File: src/rtl/rf_wb_arbiter.sv
// Round-robin writeback arbiter into a single register-file write port; optional forwarding via RF_WB_FWD_EN.
// Latency: one cycle from transfer to rf_* write; no backpressure beyond the one-grant-per-cycle arbitration.
module rf_wb_arbiter #(
  parameter int NREQ = 3,
  parameter int XLEN = 32
) (
  input  logic                 clk,
  input  logic                 rst_n,
  input  logic [NREQ-1:0]      req_valid,
  input  logic [5*NREQ-1:0]    req_rd,
  input  logic [XLEN*NREQ-1:0] req_data,
  output logic [NREQ-1:0]      req_ready,
  output logic                 rf_we,
  output logic [4:0]           rf_rd,
  output logic [XLEN-1:0]      rf_data,
  output logic [1:0]           grant_id,
  output logic [15:0]          wr_count
`ifdef RF_WB_FWD_EN
  ,
  input  logic [4:0]           fwd_rs1,
  input  logic [4:0]           fwd_rs2,
  output logic                 fwd_hit1,
  output logic                 fwd_hit2,
  output logic [XLEN-1:0]      fwd_data
`endif
);

  typedef struct packed {
    logic [4:0]      rd;
    logic [XLEN-1:0] data;
  } wb_t;

  logic [1:0] ptr;
  logic       gnt_any;
  logic [1:0] gnt_idx;
  wb_t        sel;

  function automatic logic [1:0] rr_idx(input logic [1:0] base, input int off);
    int s;
    s = int'(base) + off;
    if (s >= NREQ) s = s - NREQ;
    return 2'(s);
  endfunction

  // First valid requester at or after ptr wins; nothing is granted while in reset.
  always_comb begin
    gnt_any = 1'b0;
    gnt_idx = 2'd0;
    for (int k = 0; k < NREQ; k++) begin
      if (!gnt_any && req_valid[rr_idx(ptr, k)]) begin
        gnt_any = 1'b1;
        gnt_idx = rr_idx(ptr, k);
      end
    end
    if (!rst_n) gnt_any = 1'b0;
  end

  always_comb begin
    req_ready = '0;
    if (gnt_any) req_ready = {{(NREQ-1){1'b0}}, 1'b1} << gnt_idx;
  end

  always_comb begin
    sel.rd   = req_rd[5*int'(gnt_idx) +: 5];
    sel.data = req_data[XLEN*int'(gnt_idx) +: XLEN];
  end

  always_ff @(posedge clk or negedge rst_n) begin
    if (!rst_n) begin
      ptr      <= 2'd0;
      rf_we    <= 1'b0;
      rf_rd    <= 5'd0;
      rf_data  <= '0;
      grant_id <= 2'd0;
    end else begin
      // x0 transfers are consumed and still move grant_id, but never write.
      rf_we <= gnt_any && (sel.rd != 5'd0);
      if (gnt_any) begin
        ptr      <= rr_idx(gnt_idx, 1);
        rf_rd    <= sel.rd;
        rf_data  <= sel.data;
        grant_id <= gnt_idx;
      end
    end
  end

  always_ff @(posedge clk or negedge rst_n) begin
    if (!rst_n) begin
      wr_count <= 16'd0;
    end else if (rf_we) begin
      wr_count <= wr_count + 16'd1;
    end
  end

`ifdef RF_WB_FWD_EN
  assign fwd_hit1 = rst_n && rf_we && (rf_rd == fwd_rs1);
  assign fwd_hit2 = rst_n && rf_we && (rf_rd == fwd_rs2);
  assign fwd_data = rf_data;
`endif

endmodule

File: config.mk
export PLATFORM = sky130hd
export DESIGN_NAME = rf_wb_arbiter
export DESIGN_NICKNAME = d
export VERILOG_FILES = /design/src/rtl/rf_wb_arbiter.sv
export SDC_FILE = /design/constraint.sdc
export NUM_CORES = 1
export LEC_CHECK = 0
export ABC_AREA = 1
export BUFFER_PORTS_ARGS = -buffer_cell sky130_fd_sc_hd__buf_2
export CORE_MARGIN = 3
export CORE_UTILIZATION = 40
export CTS_BUF_LIST = sky130_fd_sc_hd__clkbuf_4 sky130_fd_sc_hd__clkbuf_8
export DETAILED_ROUTE_END_ITERATION = 7
export GPL_TIMING_DRIVEN = 0
export PLACE_DENSITY = 0.76
export SLEW_MARGIN = 20
export SYNTH_ARGS = -nofsm -noshare
export SYNTH_HDL_FRONTEND = slang
export SYNTH_SLANG_ARGS = --single-unit
File: constraint.sdc
create_clock -name clk -period 2.2 [get_ports clk]
set_input_delay 0.44 -clock clk [delete_from_list [all_inputs] [get_ports clk]]
set_output_delay 0.44 -clock clk [all_outputs]
set_load 0.1 [all_outputs]
Word-level counts from Yosys, hierarchy flattened
Index checks and enable logic that the tools add are counted.
{"block": "totals", "register_bits": 58, "inputBits": 116, "out_inout_bits": 59, "elab_cells": 49}
{"block": "op_classes", "add_sub_neg": 8, "multipliers": 1, "n_lt_le_gt_ge": 7, "shifts": 3, "muxes": 18, "reduce_logical": 6}
{"cell": "variable part select 96 x 8 -> 32 bit", "n": 1}
{"cell": "adder 16 x 1 -> 16 bit (second input constant)", "n": 1}
{"cell": "variable part select 15 x 6 -> 5 bit", "n": 1}
{"cell": "2-to-1 mux 2 bit", "n": 7}
{"cell": "greater-or-equal comparator 3 x 2 -> 1 bit (second input constant)", "n": 3}
{"cell": "< comparator 2 x 3 -> 1 bit (second input constant)", "n": 3}
{"cell": "subtractor 2 bit (second input constant)", "n": 4}
{"cell": "2-to-1 mux 1 bit", "n": 7}
{"cell": "adder 2 x 1 -> 3 bit (second input constant)", "n": 2}
{"cell": "binary-select mux 1 bit (select 2 bit)", "n": 3}
{"cell": "multiplier 3 x 2 -> 5 bit (first input constant)", "n": 1}
{"cell": "nonzero test 5 bit", "n": 1}
{"cell": "adder 2 x 2 -> 3 bit (second input constant)", "n": 1}
{"cell": "logical AND 1 bit", "n": 3}
{"cell": "2-to-1 mux 3 bit", "n": 1}
{"cell": "left shift 1 x 2 -> 3 bit (first input constant)", "n": 1}
{"cell": "greater-or-equal comparator 2 bit (second input constant)", "n": 1}
{"cell": "zero test 1 bit", "n": 2}

Logic depth before layout (Yosys ltp)
{"block": "depth", "word_depth": 15, "ltp_mapped": 16}

Worst setup path before layout
No wires, ideal clock.
{"block": "synth_path", "path_type": "reg2out", "start": "reg ptr[0]", "end": "out req_ready[2]", "t_arrival_ns": 3.083, "required_ns": 1.760, "setup_slack_ns": -1.323, "path_stages_with_launch": 14, "path_cell_list": "dfrtp_1 -> inv_1 -> ha_1 -> inv_2 -> nand2_1 -> nand3_1 -> nand2_1 -> nand4_1 -> nand3_4 -> buf_6 -> buf_6 -> ha_1 -> inv_1 -> nor2_1"}
{"block": "synth_between", "elab_chain_cells": 13}
{"element": "start: declaration", "line": "33", "rtl": "logic [1:0] ptr;"}
{"element": "start signal: assignment", "line": "79", "rtl": "ptr <= rr_idx(gnt_idx, 1);"}
{"element": "parallel branches: the longest is 10 deep, another holds adder 2 x 1 -> 3 bit"}
{"element": "2-to-1 mux 2 bit *", "line": "50", "rtl": "if (!gnt_any && req_valid[rr_idx(ptr, k)]) begin"}
{"element": "via gnt_idx[1]", "line": "35", "rtl": "logic [1:0] gnt_idx;"}
{"element": "left shift 1 x 2 -> 3 bit *", "line": "60", "rtl": "if (gnt_any) req_ready = {{(NREQ-1){1'b0}}, 1'b1} << gnt_idx;"}
{"element": "2-to-1 mux 3 bit *", "line": "60"}
{"element": "end: declaration", "line": "12", "rtl": "output logic [NREQ-1:0] req_ready,"}
Mark *: on every way through the listed nets, which the timed path passes. The select of a mux whose other input is x is not followed.

Worst setup path in the final report
{"block": "layout_path", "start": "reg ptr[0]", "end": "out req_ready[0]"}
{"block": "layout_between", "elab_chain_cells": 13}
{"element": "parallel branches: the longest is 12 deep, another holds adder 2 x 1 -> 3 bit"}
{"element": "2-to-1 mux 3 bit *", "line": "60"}
Mark *: on every way between the ends. The select of a mux whose other input is x is not followed.

==> metrics.md <==
| Metric | Value |
|---|---|
| Synth Area in Compound Gates | `0.143` |
| Worst Path Required | `1760 ps` |
| Mapped Cells | `389` |
| Combinational family with the most area after synthesis | `simple AND/OR/NAND/NOR gates` |
| Clock skew | `13.4 ps` |
| Most used DFF post-synth | `dfrtp_1` |
| Share of post-route cells with drive strength above 1 | `0.497` |
| H-tree lvl count | `3` |
| Worst r2r src | `ptr[0]` |
| Dominant cells by area after synthesis | `dfrtp_1 (45%), nand2_1 (12%), nand3_1 (4.6%)` |
| Drt first pass iters | `6` |
| Max cap viols | `0` |
| Synth top cells by count | `nand2_1 (104), dfrtp_1 (58), nor2_1 (37)` |
| Grt total ovfl | `0` |
| Cell taking the most area after synthesis | `dfrtp_1` |
| Slowest CP cell | `dfrtp_1` |
| Vert. Die Dim | `95.9 um` |
| Synthesized area | `0.00323 mm^2` |
| ANT cells | `0` |
| Seq cells post-synth | `58` |
| Violated checks | `negative setup slack` |
| CP top delay family | `buffers and inverters` |
| Worst skew pair latency | `330 ps` |
| Dominant cell by count in the synthesized netlist | `nand2_1` |
| R2R cell count | `14` |
| Critical setup path kind | `flop to output pin` |
| CP arrival | `2330 ps` |
| Via density | `5.24` |
| CP Capture Type | `output pin` |
| Unrepaired setup endpoints after global routing | `yes` |
| DRC viols | `0` |
| Bufs and invs on worst path | `5` |
| Period Utilization, post-route | `1.26` |
| EDFF count, synth | `0` |
| Post-synth cell types | `37` |
| Top cell type's share of synthesized area | `0.449` |
| Final count of pins violating max slew | `0` |
| Max stage delay on crit path | `410 ps` |
| Initial antenna violation count | `0` |
| Mux contribution to synthesized area | `0.00658` |
| Reg-to-Reg End | `rf_we` |
| Vias in the first global route | `3,494` |
| Tot GR Track Use | `0.236` |
| Die Span X | `95.9 um` |
| HPWL Detailed | `7990 um` |
| Worst Setup SP | `ptr[0]` |
| Per-cell routed wire length | `16.3 um` |
| Clk buf depth | `2` |
| Synth-to-layout area growth | `55.7%` |
| Max Clock Freq | `0.361 GHz` |
| Total Nets Final | `722` |
| Worst setup margin | `-567 ps` |
| Simple-gate portion of the synthesized area | `0.271` |
| CP Depth | `12` |
| Ys async rst share | `1.00` |
| Critical Path Source Type | `flop` |
| Post-synthesis xor/xnor area fraction | `0.0352` |
| # setup viols final | `26` |
| ANT nets after route | `0` |
| Core Footprint | `0.00777 mm^2` |
| Critical Path Most Common Cell | `nand2_4` |
| Pin count of the biggest net entering global routing | `60` |
| Flop2flop setup slack | `-110 ps` |
| Hold Vio Cnt, Final | `0` |
| Root Buffer | `clkbuf_8` |
| Status | `complete, but fails checks` |
| Tightest Pin Transition | `763 ps` |
| Fin crit period | `2770 ps` |
| FP Rows | `32` |
| Min-delay worst type | `input port to asynchronous set/reset pin` |
| Vias | `3,701` |
| Total CTS buffers | `9` |
| Syn Area/Cell | `8.31 um^2` |
| IO Pins | `175` |
| First-pass GRT wire length | `16,500 um` |
| Clock sinks | `58` |
| Total negative slack | `-2620 ps` |
| Slew headroom | `0.492` |
| Initial Utilization | `0.416` |
| IO Port Bufs | `174` |
| Cts hold-fix bufs | `0` |
| Post-synthesis sequential area ratio | `0.449` |
| Worst-path clk slew | `70 ps` |
| Synth warn | `0` |
| Crit path capture | `req_ready[0]` |
| Routed WL | `11,500 um` |
| Crit-path cells | `inv_2 -> ha_4 -> o21ai_1 -> nand2_4 -> buf_4 -> nand4_1 -> nand2_4 -> nor2_4 -> buf_6 -> nand2_4 -> inv_6 -> buf_12` |
| Max FO, Critical Path | `6` |
| Net Count, Synth | `512` |
| CTS tree | `yes` |
| Drt initial violations | `157` |
| Gpl congestion | `0.811` |
| Die ar. | `0.00920 mm^2` |
| Post-synthesis adder-cell area fraction | `0.0271` |
| Hold WS | `178 ps` |
layer usage:
| metal | share of wire | wire (um) | global-route usage | vias to the layer above |
|---|---|---|---|---|
| met1 | 0.39 | 4440 | 0.277 | 1765 |
| met5 | 0 | 0 | 0 | - |
| met4 | 0.025 | 282 | 0.0818 | 0 |
| li1 | - | - | - | 1735 |
| met2 | 0.51 | 5850 | 0.416 | 171 |
| met3 | 0.081 | 931 | 0.0618 | 30 |
logic make-up (layout without fill, tap and decap cells):
family | after synthesis | after routing
buffers and inverters | 41 | 256
xor gates and xnor gates | 13 | 13
and+or+nand+nor | 194 | 194
muxes | 2 | 2
AOI/OAI and AO/OA | 74 | 74
adders and majority gates | 7 | 7
DFF | 58 | 58
per-stage QoR:
stage | util | cells | area [um^2] | worst slack (ps)
final | 0.648 | 706 | 5030 | -567
after CTS | 0.620 | 698 | 4810 | -493
after global placement | 0.553 | 665 | 4300 | -1030
after global routing | 0.648 | 706 | 5030 | -641
after detailed placement | 0.554 | 665 | 4300 | -760
after floorplan | - | 389 | 3300 | -464
state kept, by name, indices dropped and copies added (netlist names):
register	cells
rf_data	32
ptr	2
rf_rd	5
wr_count	16
grant_id	2
rf_we	1
area by class of cell:
cell class | count | area, um^2
timing repair buffer | 200 | 1140
inverter | 23 | 98.8
multi-input combinational | 290 | 1790
clock inverter | 5 | 77.6
clock buffer | 11 | 145
buffer | 17 | 195
tap | 102 | 128
fill | 663 | 2730
sequential | 58 | 1460
repair_timing:
action / in CTS / in global routing
gates cloned: 0 / 1
setup buffers: 18 / 7
pin swaps: 11 / 10
setup endpoints to repair: 10 / 44
resized for setup: 48 / 42
worst reg2reg max path, cell delays in order, from the launching register on:
cell and delay (ps):
dfrtp_1 410, inv_2 80, ha_4 280, o21ai_1 250, nand2_4 110, nand4_1 140
nand3_4 130, buf_12 150, buf_4 210, nand2_1 90, nand3_1 90, nor2_1 90
nand3_1 70, nand2_1 70, inv_1 30
how the worst min path moves through the flow:
stage	end	cells past startpoint
after global placement	rf_rd[4]	2
after global routing	rf_data[31]	1
after detailed placement	rf_rd[3]	2
final	rf_data[21]	1
after CTS	grant_id[0]	1
after floorplan	grant_id[0]	0
cell usage in the layout, fill, tap and decap left out, types with 10 or more instances in the layout:
cell / count
dfrtp_1: 53
inv_1: 11
a31oi_1: 22
buf_4: 26
nor2_1: 32
a21oi_1: 26
buf_2: 170
nand2_1: 92
clkbuf_8: 10
nand3_1: 25
Power is left out: the tool's default activity adds up to more than one toggle a clock period on the data nets, which glitch-free logic cannot reach.
